--- src/rtl/mux_scan_pkg.sv ---
// Shared definitions for the mux scan controller.
//   scan_state_t : FSM state encoding
//   MODE_*       : values of the 2-bit mode input
//   next_en      : next enabled channel after sel in the scan direction
//   last_en      : final channel of a pass in the scan direction
package mux_scan_pkg;

   localparam int N_CH  = 8;
   localparam int SEL_W = 3;

   typedef logic [N_CH-1:0]  ch_mask_t;
   typedef logic [SEL_W-1:0] ch_sel_t;

   typedef enum logic [1:0] {
      IDLE    = 2'd0,
      WAIT    = 2'd1,
      SETTLE  = 2'd2,
      CAPTURE = 2'd3
   } scan_state_t;

   localparam logic [1:0] MODE_UP   = 2'b00;
   localparam logic [1:0] MODE_DOWN = 2'b01;
   localparam logic [1:0] MODE_STEP = 2'b10;
   localparam logic [1:0] MODE_HOLD = 2'b11;

   // Searches sel+1, sel+2, ... (dir=0) or sel-1, sel-2, ... (dir=1) with
   // wrap. The eighth probe lands back on sel, so a lone enabled channel
   // re-selects itself; an empty mask leaves sel unchanged.
   function automatic ch_sel_t next_en(input ch_sel_t sel, input ch_mask_t mask,
                                       input logic dir);
      ch_sel_t idx;
      logic    found;
      next_en = sel;
      found   = 1'b0;
      for (int k = 1; k <= N_CH; k++) begin
         idx = dir ? (sel - SEL_W'(k)) : (sel + SEL_W'(k));
         if (!found && mask[idx]) begin
            next_en = idx;
            found   = 1'b1;
         end
      end
   endfunction

   // Highest enabled index when scanning up (dir=0), lowest when down.
   function automatic ch_sel_t last_en(input ch_mask_t mask, input logic dir);
      last_en = '0;
      for (int i = 0; i < N_CH; i++) begin
         if (!dir && mask[i])
            last_en = SEL_W'(i);
         if (dir && mask[N_CH-1-i])
            last_en = SEL_W'(N_CH-1-i);
      end
   endfunction

endpackage

--- src/rtl/scan_tick_gen.sv ---
// Scan-rate prescaler: counts 0..DIV-1 while run is high and wraps.
//   clk   : system clock
//   clear : async active-low reset, count returns to 0
//   run   : count enable; count is frozen while low
//   tick  : high in the cycle the count equals DIV-1 (gated by run)
module scan_tick_gen #(
   parameter int DIV = 50000000
) (
   input  logic clk,
   input  logic clear,
   input  logic run,
   output logic tick
);

   localparam int            CW = (DIV > 2) ? $clog2(DIV) : 1;
   localparam logic [CW-1:0] TC = CW'(DIV - 1);

   logic [CW-1:0] cnt;

   always_ff @(posedge clk or negedge clear) begin
      if (!clear)
         cnt <= '0;
      else if (run)
         cnt <= (cnt == TC) ? '0 : cnt + 1'b1;
   end

   assign tick = run && (cnt == TC);

endmodule

--- src/rtl/mux_scan_ctrl.sv ---
// Scheduler for the 8-to-1 switch mux: steps select on prescaler ticks or
// step requests, waits for the mux to settle, captures mux_out and builds a
// per-frame snapshot of the enabled channels.
//   clk, clear     : clock, async active-low reset
//   run            : 1 operate, 0 pause (prescaler and FSM frozen)
//   mode           : 00 up, 01 down, 10 single-step, 11 hold on sel_force
//   ch_en          : channel enable mask
//   step_req       : step pulse for mode 10
//   sel_force      : channel used in mode 11
//   mux_out        : mux data return
//   select         : registered mux select
//   sample_valid   : pulse, sample_q / sample_ch updated
//   sample_q/_ch   : captured value and its channel
//   frame_q        : last captured value per channel, disabled bits read 0
//   frame_done     : pulse with the capture that ends a pass
//   no_ch          : no channel enabled in a scanning mode
//
// state   | meaning
// IDLE    | parked, no enabled channel (scanning modes) or first cycle out of reset
// WAIT    | waiting for tick / step_req
// SETTLE  | select just changed, mux output settling
// CAPTURE | last settle cycle; mux_out captured at the closing edge
module mux_scan_ctrl
   import mux_scan_pkg::*;
#(
   parameter int DIV        = 50000000,
   parameter int SETTLE_CYC = 2
) (
   input  logic       clk,
   input  logic       clear,
   input  logic       run,
   input  logic [1:0] mode,
   input  logic [7:0] ch_en,
   input  logic       step_req,
   input  logic [2:0] sel_force,
   input  logic       mux_out,
   output logic [2:0] select,
   output logic       sample_valid,
   output logic       sample_q,
   output logic [2:0] sample_ch,
   output logic [7:0] frame_q,
   output logic       frame_done,
   output logic       no_ch
);

   // CAPTURE accounts for the last settle cycle, so SETTLE holds for
   // SETTLE_CYC-1 cycles and is skipped entirely when SETTLE_CYC is 1.
   localparam int             SCW       = (SETTLE_CYC > 2) ? $clog2(SETTLE_CYC) : 1;
   localparam logic [SCW-1:0] SETTLE_LD = (SETTLE_CYC >= 2) ? SCW'(SETTLE_CYC - 2) : '0;

   scan_state_t    state;
   logic [SCW-1:0] settle_cnt;
   logic [1:0]     scan_mode;
   logic [7:0]     frame_r;
   logic           tick;
   logic           trig;
   logic           need_ch;
   logic [2:0]     new_sel;

   scan_tick_gen #(.DIV(DIV)) u_tick (
      .clk   (clk),
      .clear (clear),
      .run   (run),
      .tick  (tick)
   );

   assign trig    = (mode == MODE_STEP) ? step_req : tick;
   assign need_ch = (mode != MODE_HOLD);
   assign frame_q = frame_r & ch_en;

   always_comb begin
      new_sel = select;
      case (mode)
         MODE_UP, MODE_STEP: new_sel = next_en(select, ch_en, 1'b0);
         MODE_DOWN:          new_sel = next_en(select, ch_en, 1'b1);
         default:            new_sel = sel_force;
      endcase
   end

   always_ff @(posedge clk or negedge clear) begin
      if (!clear) begin
         state        <= IDLE;
         select       <= '0;
         sample_q     <= 1'b0;
         sample_ch    <= '0;
         frame_r      <= '0;
         sample_valid <= 1'b0;
         frame_done   <= 1'b0;
         no_ch        <= 1'b0;
         settle_cnt   <= '0;
         scan_mode    <= MODE_UP;
      end else begin
         sample_valid <= 1'b0;
         frame_done   <= 1'b0;
         if (run) begin
            case (state)
               IDLE: begin
                  if (need_ch && (ch_en == '0)) begin
                     no_ch <= 1'b1;
                  end else begin
                     no_ch <= 1'b0;
                     state <= WAIT;
                  end
               end
               WAIT: begin
                  if (need_ch && (ch_en == '0)) begin
                     no_ch <= 1'b1;
                     state <= IDLE;
                  end else if (trig) begin
                     select     <= new_sel;
                     scan_mode  <= mode;
                     settle_cnt <= SETTLE_LD;
                     state      <= (SETTLE_CYC > 1) ? SETTLE : CAPTURE;
                  end
               end
               SETTLE: begin
                  if (settle_cnt == '0)
                     state <= CAPTURE;
                  else
                     settle_cnt <= settle_cnt - 1'b1;
               end
               CAPTURE: begin
                  sample_q        <= mux_out;
                  sample_ch       <= select;
                  frame_r[select] <= mux_out;
                  sample_valid    <= 1'b1;
                  // Pass end is judged with the mode that launched this capture.
                  frame_done      <= (scan_mode != MODE_HOLD) &&
                                     (select == last_en(ch_en, scan_mode == MODE_DOWN));
                  state           <= WAIT;
               end
               default: state <= IDLE;
            endcase
         end
      end
   end

endmodule
--- config.mk ---
export PLATFORM = sky130hd
export DESIGN_NAME = mux_scan_ctrl
export DESIGN_NICKNAME = d
export VERILOG_FILES = /design/src/rtl/mux_scan_pkg.sv /design/src/rtl/scan_tick_gen.sv /design/src/rtl/mux_scan_ctrl.sv
export SDC_FILE = /design/constraint.sdc
export NUM_CORES = 1
export LEC_CHECK = 0
export CAP_MARGIN = 20
export CORE_MARGIN = 2
export CORE_UTILIZATION = 58
export CTS_CLUSTER_DIAMETER = 100
export DETAILED_ROUTE_END_ITERATION = 7
export PLACE_DENSITY_LB_ADDON = 0.1
export SYNTH_ARGS = -nofsm -noshare
export SYNTH_HDL_FRONTEND = slang
export SYNTH_SLANG_ARGS = --single-unit
export TNS_END_PERCENT = 1
--- constraint.sdc ---
create_clock -name clk -period 4.35 [get_ports clk]
set_clock_uncertainty 0.15 [all_clocks]
set_input_delay 0.6525 -clock clk [delete_from_list [all_inputs] [get_ports clk]]
set_output_delay 0.6525 -clock clk [all_outputs]
set_load 0.03 [all_outputs]
Word level (Yosys, flattened, before mapping):

Cells that the tools add are included.

* input port bits: 18
* word-level logic and storage cells: 238
* flip-flop bits (word level): 49

* muxes and demuxes: 113
* eq/ne operators: 20
* bitwise gates (word level): 2
* $add $sub $neg: 16
* reduce and logical (&&, ||, !) cells: 60
* magnitude comparators: 16

Operator list (number)
* 3-bit 2-to-1 mux: 33
* 3-bit by 4-bit < comparator with 1-bit output (second input constant): 15
* 1-bit 2-to-1 mux: 54
* 1-bit binary-select mux with 3-bit select: 15
* 1-bit logical AND: 33
* 26-bit by 1-bit adder with 26-bit output (second input constant): 1
* 26-bit == test (second input constant): 1
* 26-bit 2-to-1 mux: 1
* 2-bit inequality test (second input constant): 9
* 8-bit inequality test (second input constant): 2
* 1-bit zero test: 15
* 3-bit adder (second input constant): 4
* 4-bit AND reduction: 3
* 3-bit subtractor (second input constant): 4
* 8-bit AND: 1
* 8-bit bitwise mux: 1
* 8-bit zero test: 1
* 2-bit 2-to-1 mux: 4
* 2-bit case mux with 4 select lines: 1
* 8-bit AND reduction: 1
* 3-bit by 2-bit adder with 3-bit output (second input constant): 2
* 2-bit by 1-bit == test with 1-bit output (second input constant): 3
* 2-bit == test (second input constant): 3
* 3-bit case mux with 2 select lines: 1
* other kinds (15): 19

Depth between registers and ports, before layout:

* word-level depth: 33
* mapped depth: 13
* depth with buffers taken out: 10

Modules after synthesis:

A second synthesis with hierarchy kept.

* cells, all modules: 410
* area, all modules: 3966.3 sq um

By module, submodules not included
* mux_scan_ctrl: instances 1, cells each 265, seq. area each 550.5 sq um, area each 2565.0 sq um
* scan_tick_gen: instances 1, cells each 145, seq. area each 650.6 sq um, area each 1401.3 sq um

Least setup slack after synthesis:

OpenSTA, ideal clock, no wires.

* kind: register -> register
* start: reg select[0]
* end: reg select[0]
* setup slack: 1016 ps
* buffers on the path: 2
* clock period less this slack: 3334 ps
* stages on the path, launching flop included: 13
* arrival: 3057 ps
* cell sequence: dfrtp_1 -> buf_6 -> buf_2 -> inv_1 -> ha_1 -> xnor2_2 -> mux2i_1 -> o221ai_1 -> and4b_4 -> a31oi_1 -> a21boi_2 -> and3_1 -> a31oi_1

* longest elaborated chain between the ends: 33

RTL lines
* start: declaration: line mux_scan_ctrl.sv:37 `output logic [2:0] select,`
* start signal: assignment: line mux_scan_ctrl.sv:110 `select <= new_sel;`
* 3-bit by 1-bit subtractor with 3-bit output / 3-bit by 1-bit adder with 3-bit output (equally long branches)
* 1-bit binary-select mux with 3-bit select: line mux_scan_pkg.sv:37 `if (!found && mask[idx]) begin`
* 1-bit 2-to-1 mux (not written as such): line mux_scan_pkg.sv:37
* 1-bit 2-to-1 mux: line mux_scan_pkg.sv:37
* 1-bit 2-to-1 mux: line mux_scan_ctrl.sv:73 `case (mode)`
* 1-bit zero test: line mux_scan_pkg.sv:37
* 1-bit logical AND: line mux_scan_pkg.sv:37
* 1-bit 2-to-1 mux: line mux_scan_pkg.sv:37
* [17 not listed]
* 1-bit zero test: line mux_scan_pkg.sv:37
* 1-bit logical AND: line mux_scan_pkg.sv:37
* 1-bit 2-to-1 mux: line mux_scan_pkg.sv:37
* 1-bit 2-to-1 mux: line mux_scan_ctrl.sv:73
* 1-bit zero test: line mux_scan_pkg.sv:37
* 1-bit logical AND: line mux_scan_pkg.sv:37
* 2-bit inequality test (no source line)
* 8-bit AND reduction (no source line)

Parallel ways exist; a longest one is shown, timed or not. The select of a mux whose other input is x is not followed.
A chain may end at the register's enable or synchronous reset.

Worst setup path in the final report:

* start: in run
* end: reg select[0]

* longest elaborated chain between the ends: 3

RTL lines
* start: declaration: line mux_scan_ctrl.sv:31 `input logic run,`
* 1-bit logical AND: line scan_tick_gen.sv:27 `assign tick = run && (cnt == TC);`
* 1-bit 2-to-1 mux: line mux_scan_ctrl.sv:67 `assign trig = (mode == MODE_STEP) ? step_req : tick;`
* 8-bit AND reduction (no source line) *

Every way passes the cells marked *; elsewhere a longest branch is shown, timed or not.

==> metrics.cfg <==
[run]
maxCapViolations=0

[sta]
setup_viol=0
tns_ps=0
rsz0062_at_grt=no
clock.fmax_mhz=291
post-route-period-util_pct=79.0
timing.hold.ws_ps=113
drv_slew=0
final_hold_viol_count=0
relSlewSlack_pct=59.3
worstMarginPinSlew_ps=605
fin_crit_ps=3430

[clock_network]
hold_buffers=0
post_cts_buffers=0
cts_root_buf=clkbuf_8
cts_tree=done
cts.sinks=48
cts_buffers=5
htree_levels=2
clock_tree.buffer_depth=2
cts_resized=0
path_clk_slew_ps=90
insertion_delay_ps=300

[logic_synthesis]
yosysTopAreaCell=dfrtp_1
post-synth-top-count-cell=dfrtp_1
async_reset_ff_share_pct=100
synthTopCellsByArea=dfrtp_1 (34%), mux2_2 (5.8%), nand2_1 (4.8%)
synth_area_sq_um=3510
seq_area_frac_synth_pct=34.2
yosys_register_bits=48
ys.warnings.count=0
synth_commonest_cells=dfrtp_1 (48), nand2_1 (45), nor2_1 (41)
synth_edf_count=0
synth-main-ff-cell=dfrtp_1
syn_avg_cell_area_sq_um=9.08
synth_top_cell_area_share_pct=34.2
synth_cell_types=62
synthCells=387
synth_nets=417

[critical_path]
crit_arrival_ps=3470
cpMostUsedCell=a31oi_1
crit_family=compound AO/OA/AOI/OAI gates
crit_cells=9
r2r_cells=9
path_cells=clkdlybuf4s50_1 -> and4_1 -> nand3_1 -> o41ai_1 -> nand4_1 -> a31oi_1 -> a21boi_2 -> and3_1 -> a31oi_1
slowest_stage=clkdlybuf4s50_1
crit_path_start_kind=input port
crit_fanout=11
r2r_slack_ps=930
crit_required_ps=4390
r2r_end=select[0]$_DFFE_PN0P_
critPathKind=in2reg
crit_path_max_incr_delay_ps=710
rr_startpoint=select[1]$_DFFE_PN0P_
path_buf_inv=1
crit_path_end_kind=flop

[global_route]
antenna_found_initial=0
grt_use_total_pct=25.4
grt_pass1_wl_mm=13.4
grt_max_degree=49
grt_pass1_vias=2902
grt_remaining_overflow=0

[power]
vdd_ir_drop_max_uv=564
p_leak_nw=1.74
switching_power_mw=1.36
power.density_cell_area_nw_per_um2=713
p_seq_share_pct=23.0
p_clk_share_pct=11.4
comb_power_share_pct=65.6
internal_power_mw=1.51
p_sw_share_pct=47.4

[drt]
firstDrtPassIters=5
wl_mm=7.75
vias=2952
drc=0
drt_iter0_drc=200
vias_per_cell=5.98
ant_nets=0
wire_per_inst_microns=15.7

[die]
coreArea_sq_um=5890
die_y_microns=81.8
pin_count=36
fp.dieArea_sq_um=6690
dieWidth_microns=81.8
start_util_pct=59.7
row_count=28

[layout]
fill_cells=486
multiInputGateArea_sq_um=2160
regArea_sq_um=1200
nNetsFinal=448
syn_to_final_growth_pct=14.3
drive_above_1_share_pct=10.0
final_area_sq_um=4020
diodes=0

[placed_design]
routabilityCongestion=0.878
post-dp-hpwl_mm=5.79
numPortBuffers=35
placed_area_sq_um=3880

[run_status]
status=finished clean

[hold_path]
hold_path_class=in2async

-- placed cells by master (no fill, tap or decap), drive strengths merged, types with 16 or more instances in the layout --
master / count
dfrtp: 48
mux2: 18
nor2: 41
clkdlybuf4s50: 34
nand2: 45
xnor2: 20
a21oi: 16
nand3: 18
-- stage by stage --
| step | utilization, % | cells | setup slack [ps] | total power, mW |
|---|---|---|---|---|
| floorplan | - | 387 | 1020 | 2.11 |
| global placement | 65.9 | 485 | 676 | 2.47 |
| detailed placement | 65.9 | 485 | 594 | 2.51 |
| CTS | 67.9 | 493 | 903 | 2.84 |
| global route | 68.2 | 494 | 619 | 3.09 |
| finish | 68.2 | 494 | 916 | 2.86 |
-- area by class of cell --
type	count	share of cell area, %
tap	75	2.34
sequential	48	29.9
clock buffer	5	1.71
clock inverter	3	1.15
inverter	12	1.12
multi-input combinational	310	53.7
timing repair buffer	41	10.0
-- worst reg2reg max path, stage by stage, from the launching register on --
cell	delay (ps)
dfrtp_1	530
ha_1	320
xor2_1	440
mux2_2	410
a221oi_1	500
nor2_1	160
a31oi_1	280
a21boi_2	270
and3_1	180
a31oi_1	60
-- worst max-delay path by stage --
stage	startpoint	end
floorplan	select[0]$_DFFE_PN0P_	select[0]$_DFFE_PN0P_
global placement	run	select[0]$_DFFE_PN0P_
detailed placement	run	select[0]$_DFFE_PN0P_
CTS	run	select[0]$_DFFE_PN0P_
global route	select[1]$_DFFE_PN0P_	select[0]$_DFFE_PN0P_
finish	run	select[0]$_DFFE_PN0P_
-- state kept, by name, indices dropped and copies added (netlist names) --
name / count
frame_done: 1
sample_ch: 3
select: 3
sample_q: 1
frame_r: 8
sample_valid: 1
no_ch: 1
u_tick.cnt: 26
scan_mode: 2
state: 2
-- power groups by stage --
stage | Clock (mW) | Combinational, mW | Sequential [mW]
4_1_cts | 0.339 | 1.85 | 0.657
3_5_place_dp | 0 | 1.84 | 0.666
6_report | 0.327 | 1.88 | 0.658
5_1_grt | 0.351 | 2.07 | 0.672
2_1_floorplan | 0 | 1.42 | 0.693
3_3_place_gp | 0 | 1.81 | 0.660
-- routing by layer --
layer / share of wire, % / up-vias / routed length [microns] / track usage (%)
met4: 1.5 / 0 / 114 / 8.17
met5: 0 / - / 0 / 0
li1: - / 1452 / - / -
met2: 50 / 79 / 3860 / 43.3
met1: 44 / 1409 / 3450 / 33.8
met3: 4.2 / 12 / 328 / 3.08
-- cells by family (layout without fill, tap and decap cells) --
kind of cell | Yosys count | count (layout) | share of synthesized area, %
mux | 35 | 35 | 12.6
xor+xnor | 30 | 30 | 7.70
fa+ha+maj | 12 | 12 | 4.27
simple gates | 158 | 158 | 21.7
flops | 48 | 48 | 34.2
buf+inv | 29 | 61 | 4.38
compound gates | 75 | 75 | 15.1
Note: power is estimated with default switching activity, not from simulation.
==> RTL change, RTL diff (same settings) <==
Add an input register stage for `run`, `mode`, `ch_en`, `step_req`, `sel_force` and `mux_out`, cleared by the reset; this delays them by one clock. Comments in the files are not updated.
--- a/src/rtl/mux_scan_ctrl.sv
+++ b/src/rtl/mux_scan_ctrl.sv
@@ -50,2 +50,27 @@
 
+   logic run_q;
+   logic [1:0] mode_q;
+   logic [7:0] ch_en_q;
+   logic step_req_q;
+   logic [2:0] sel_force_q;
+   logic mux_out_q;
+
+   always_ff @(posedge clk or negedge clear) begin
+      if (!clear) begin
+         run_q       <= '0;
+         mode_q      <= '0;
+         ch_en_q     <= '0;
+         step_req_q  <= '0;
+         sel_force_q <= '0;
+         mux_out_q   <= '0;
+      end else begin
+         run_q       <= run;
+         mode_q      <= mode;
+         ch_en_q     <= ch_en;
+         step_req_q  <= step_req;
+         sel_force_q <= sel_force;
+         mux_out_q   <= mux_out;
+      end
+   end
+
    scan_state_t    state;
@@ -62,3 +87,3 @@
       .clear (clear),
-      .run   (run),
+      .run   (run_q),
       .tick  (tick)
@@ -66,5 +91,5 @@
 
-   assign trig    = (mode == MODE_STEP) ? step_req : tick;
-   assign need_ch = (mode != MODE_HOLD);
-   assign frame_q = frame_r & ch_en;
+   assign trig    = (mode_q == MODE_STEP) ? step_req_q : tick;
+   assign need_ch = (mode_q != MODE_HOLD);
+   assign frame_q = frame_r & ch_en_q;
 
@@ -72,6 +97,6 @@
       new_sel = select;
-      case (mode)
-         MODE_UP, MODE_STEP: new_sel = next_en(select, ch_en, 1'b0);
-         MODE_DOWN:          new_sel = next_en(select, ch_en, 1'b1);
-         default:            new_sel = sel_force;
+      case (mode_q)
+         MODE_UP, MODE_STEP: new_sel = next_en(select, ch_en_q, 1'b0);
+         MODE_DOWN:          new_sel = next_en(select, ch_en_q, 1'b1);
+         default:            new_sel = sel_force_q;
       endcase
@@ -94,6 +119,6 @@
          frame_done   <= 1'b0;
-         if (run) begin
+         if (run_q) begin
             case (state)
                IDLE: begin
-                  if (need_ch && (ch_en == '0)) begin
+                  if (need_ch && (ch_en_q == '0)) begin
                      no_ch <= 1'b1;
@@ -105,3 +130,3 @@
                WAIT: begin
-                  if (need_ch && (ch_en == '0)) begin
+                  if (need_ch && (ch_en_q == '0)) begin
                      no_ch <= 1'b1;
@@ -110,3 +135,3 @@
                      select     <= new_sel;
-                     scan_mode  <= mode;
+                     scan_mode  <= mode_q;
                      settle_cnt <= SETTLE_LD;
@@ -122,5 +147,5 @@
                CAPTURE: begin
-                  sample_q        <= mux_out;
+                  sample_q        <= mux_out_q;
                   sample_ch       <= select;
-                  frame_r[select] <= mux_out;
+                  frame_r[select] <= mux_out_q;
                   sample_valid    <= 1'b1;
@@ -128,3 +153,3 @@
                   frame_done      <= (scan_mode != MODE_HOLD) &&
-                                     (select == last_en(ch_en, scan_mode == MODE_DOWN));
+                                     (select == last_en(ch_en_q, scan_mode == MODE_DOWN));
                   state           <= WAIT;
Function: changed (Yosys sat finds a counterexample within 4 cycles, from zero or initial values).
==> RTL change against the unedited design <==
Cell area increased by 17%; maximum frequency is 1.3% higher; final cell count increased by 14%; sequential cell count rose by 16; total power grew 12%; wire length increased by 23%; worst setup slack gained 0.042 ns; synthesized area is 19% higher; largest cell class unchanged.
==> RTL change: results (changes against the unedited design) <==
.. list-table::
   :header-rows: 1

   * - Metric
     - Value
   * - Result of the run
     - finished clean (unchanged)
   * - Sequential-to-total area share from yosys stat
     - 38.3% (was 34.2%)
   * - Wire length of the first global-routing pass
     - 16300 um (was 13400 um)
   * - Drt wl/cell
     - 16.9 um (was 15.7 um)
   * - Biggest cell delay along the critical path
     - 0.68 ns (was 0.71 ns)
   * - Largest fanout on the critical path
     - 15 (was 11)
   * - Total placed instance area
     - 0.00453 mm^2 (was 0.00388 mm^2)
   * - DR iter-0 viols
     - 325 (was 200)
   * - Post-synthesis net count
     - 465 (was 417)
   * - Number of buffers inserted during clock tree synthesis
     - 9 (was 5)
   * - Largest vdd supply drop
     - 0.394 mV (was 0.564 mV)
   * - Number of vias per cell
     - 5.97 (was 5.98)
   * - Root buffer cell
     - sky130_fd_sc_hd__clkbuf_8 (unchanged)
   * - Leading post-synthesis cells by instance count
     - sky130_fd_sc_hd__dfrtp_1 (64), sky130_fd_sc_hd__nor2_1 (41), sky130_fd_sc_hd__nand2_1 (39), sky130_fd_sc_hd__a21oi_1 (23), sky130_fd_sc_hd__nand3_1 (21) (was sky130_fd_sc_hd__dfrtp_1 (48), sky130_fd_sc_hd__nand2_1 (45), sky130_fd_sc_hd__nor2_1 (41), sky130_fd_sc_hd__xnor2_1 (19))
   * - Minimum hold slack
     - 0.198 ns (was 0.113 ns)
   * - Routability congestion estimate
     - 1.02 (was 0.878)
   * - Number of distinct library cell variants in the gate-level netlist after synthesis
     - 61 (was 62)
   * - Number of global-route vias before repair
     - 3290 (was 2902)
   * - R2R Setup Slk
     - 0.96 ns (was 0.93 ns)
   * - Arrival time worst endpoint
     - 3.44 ns (was 3.47 ns)
   * - Skew-Pair Late Insertion Delay
     - 0.33 ns (was 0.30 ns)
   * - Slowest cell on crit path
     - sky130_fd_sc_hd__ha_1 (was sky130_fd_sc_hd__clkdlybuf4s50_1)
   * - Lkg Pwr
     - 2.01 nW (was 1.74 nW)
   * - Clock slew seen by the registers of the worst setup and hold paths
     - 0.08 ns
   * - Half-perimeter wire length after placement
     - 6840 um (was 5790 um)
   * - Total Nets Final
     - 491 (was 448)
   * - Slew HR
     - 54.9% (was 59.3%)
   * - Overall Global Routing Usage
     - 27.0% (was 25.4%)
   * - Dominant cells by area after synthesis
     - sky130_fd_sc_hd__dfrtp_1 (38%), sky130_fd_sc_hd__mux2i_1 (4.3%), sky130_fd_sc_hd__mux2_2 (4.3%), sky130_fd_sc_hd__mux4_2 (4.3%), sky130_fd_sc_hd__nor2_1 (3.7%) (was sky130_fd_sc_hd__dfrtp_1 (34%), sky130_fd_sc_hd__mux2_2 (5.8%), sky130_fd_sc_hd__nand2_1 (4.8%), sky130_fd_sc_hd__xnor2_1 (4.7%), sky130_fd_sc_hd__nor2_1 (4.4%))
   * - Layout cell share with drive strength beyond 1
     - 13.3% (was 10.0%)
   * - Depth of the CTS H-tree
     - 3 (was 2)
   * - Maximum number of pins on one net before global-route repair
     - 34 (was 49)
   * - Biggest regs
     - u_tick.cnt x26, ch_en_q x8, frame_r x8 (was u_tick.cnt x26, frame_r x8)
## RTL change: per-layer routing
metal	track usage (%)	vias up	part of all wire, %
li1	-	1616	-
met1	36.7	1616	44
met2	43.8	112	49
met3	6.62	12	5.8
met4	6.61	0	1.4
met5	0	-	0
## RTL change: area by class of cell
type	instances	area [um^2]
multi-input cells	325	2350
fillers	556	2150
flip-flops and latches	64	1600
repair buffers	40	383
clock buffers	10	138
well taps	96	120
inverters	21	78.8
clock inverters	6	43.8
## RTL change: final timing paths
| check | from | to | cells past startpoint |
|---|---|---|---|
| max reg2reg | select[1]$_DFFE_PN0P_ | select[1]$_DFFE_PN0P_ | 10 |
| min | clear | u_tick.cnt[23]$_DFFE_PN0P_ | 1 |
| min reg2reg | sample_ch[0]$_DFFE_PN0P_ | sample_ch[0]$_DFFE_PN0P_ | 1 |
| max | select[1]$_DFFE_PN0P_ | select[1]$_DFFE_PN0P_ | 10 |
| min in group clk | sample_ch[0]$_DFFE_PN0P_ | sample_ch[0]$_DFFE_PN0P_ | 1 |
| max in group asynchronous | clear | u_tick.cnt[6]$_DFFE_PN0P_ | 2 |
## RTL change: worst max-delay path, delay by kind of cell (launching register included)
kind	cells	cell delay (ns)
fa+ha+maj	1	0.68
mux	2	0.52
simple gates	1	0.22
buf+inv	2	0.24
compound gates	4	1.10
flops	1	0.35
## RTL change: kinds of logic after synthesis
kind of cell / synth area share (%)
fa+ha+maj: 3.59
mux: 13.3
xor+xnor: 6.20
buf+inv: 5.39
compound gates: 14.6
simple gates: 18.6
flops: 38.3
## RTL change: power breakdown
group,internal (mW),switching [mW]
clock,0.223,0.237
sequential,0.706,0.118
combinational,0.770,1.16
## RTL change: per-stage QoR
| stage | instances | worst slack [ns] |
|---|---|---|
| finish | 562 | 0.958 |
| global route | 562 | 0.751 |
| CTS | 562 | 0.998 |
| detailed placement | 546 | 1.00 |
| global placement | 546 | 1.14 |
| floorplan | 435 | 0.835 |
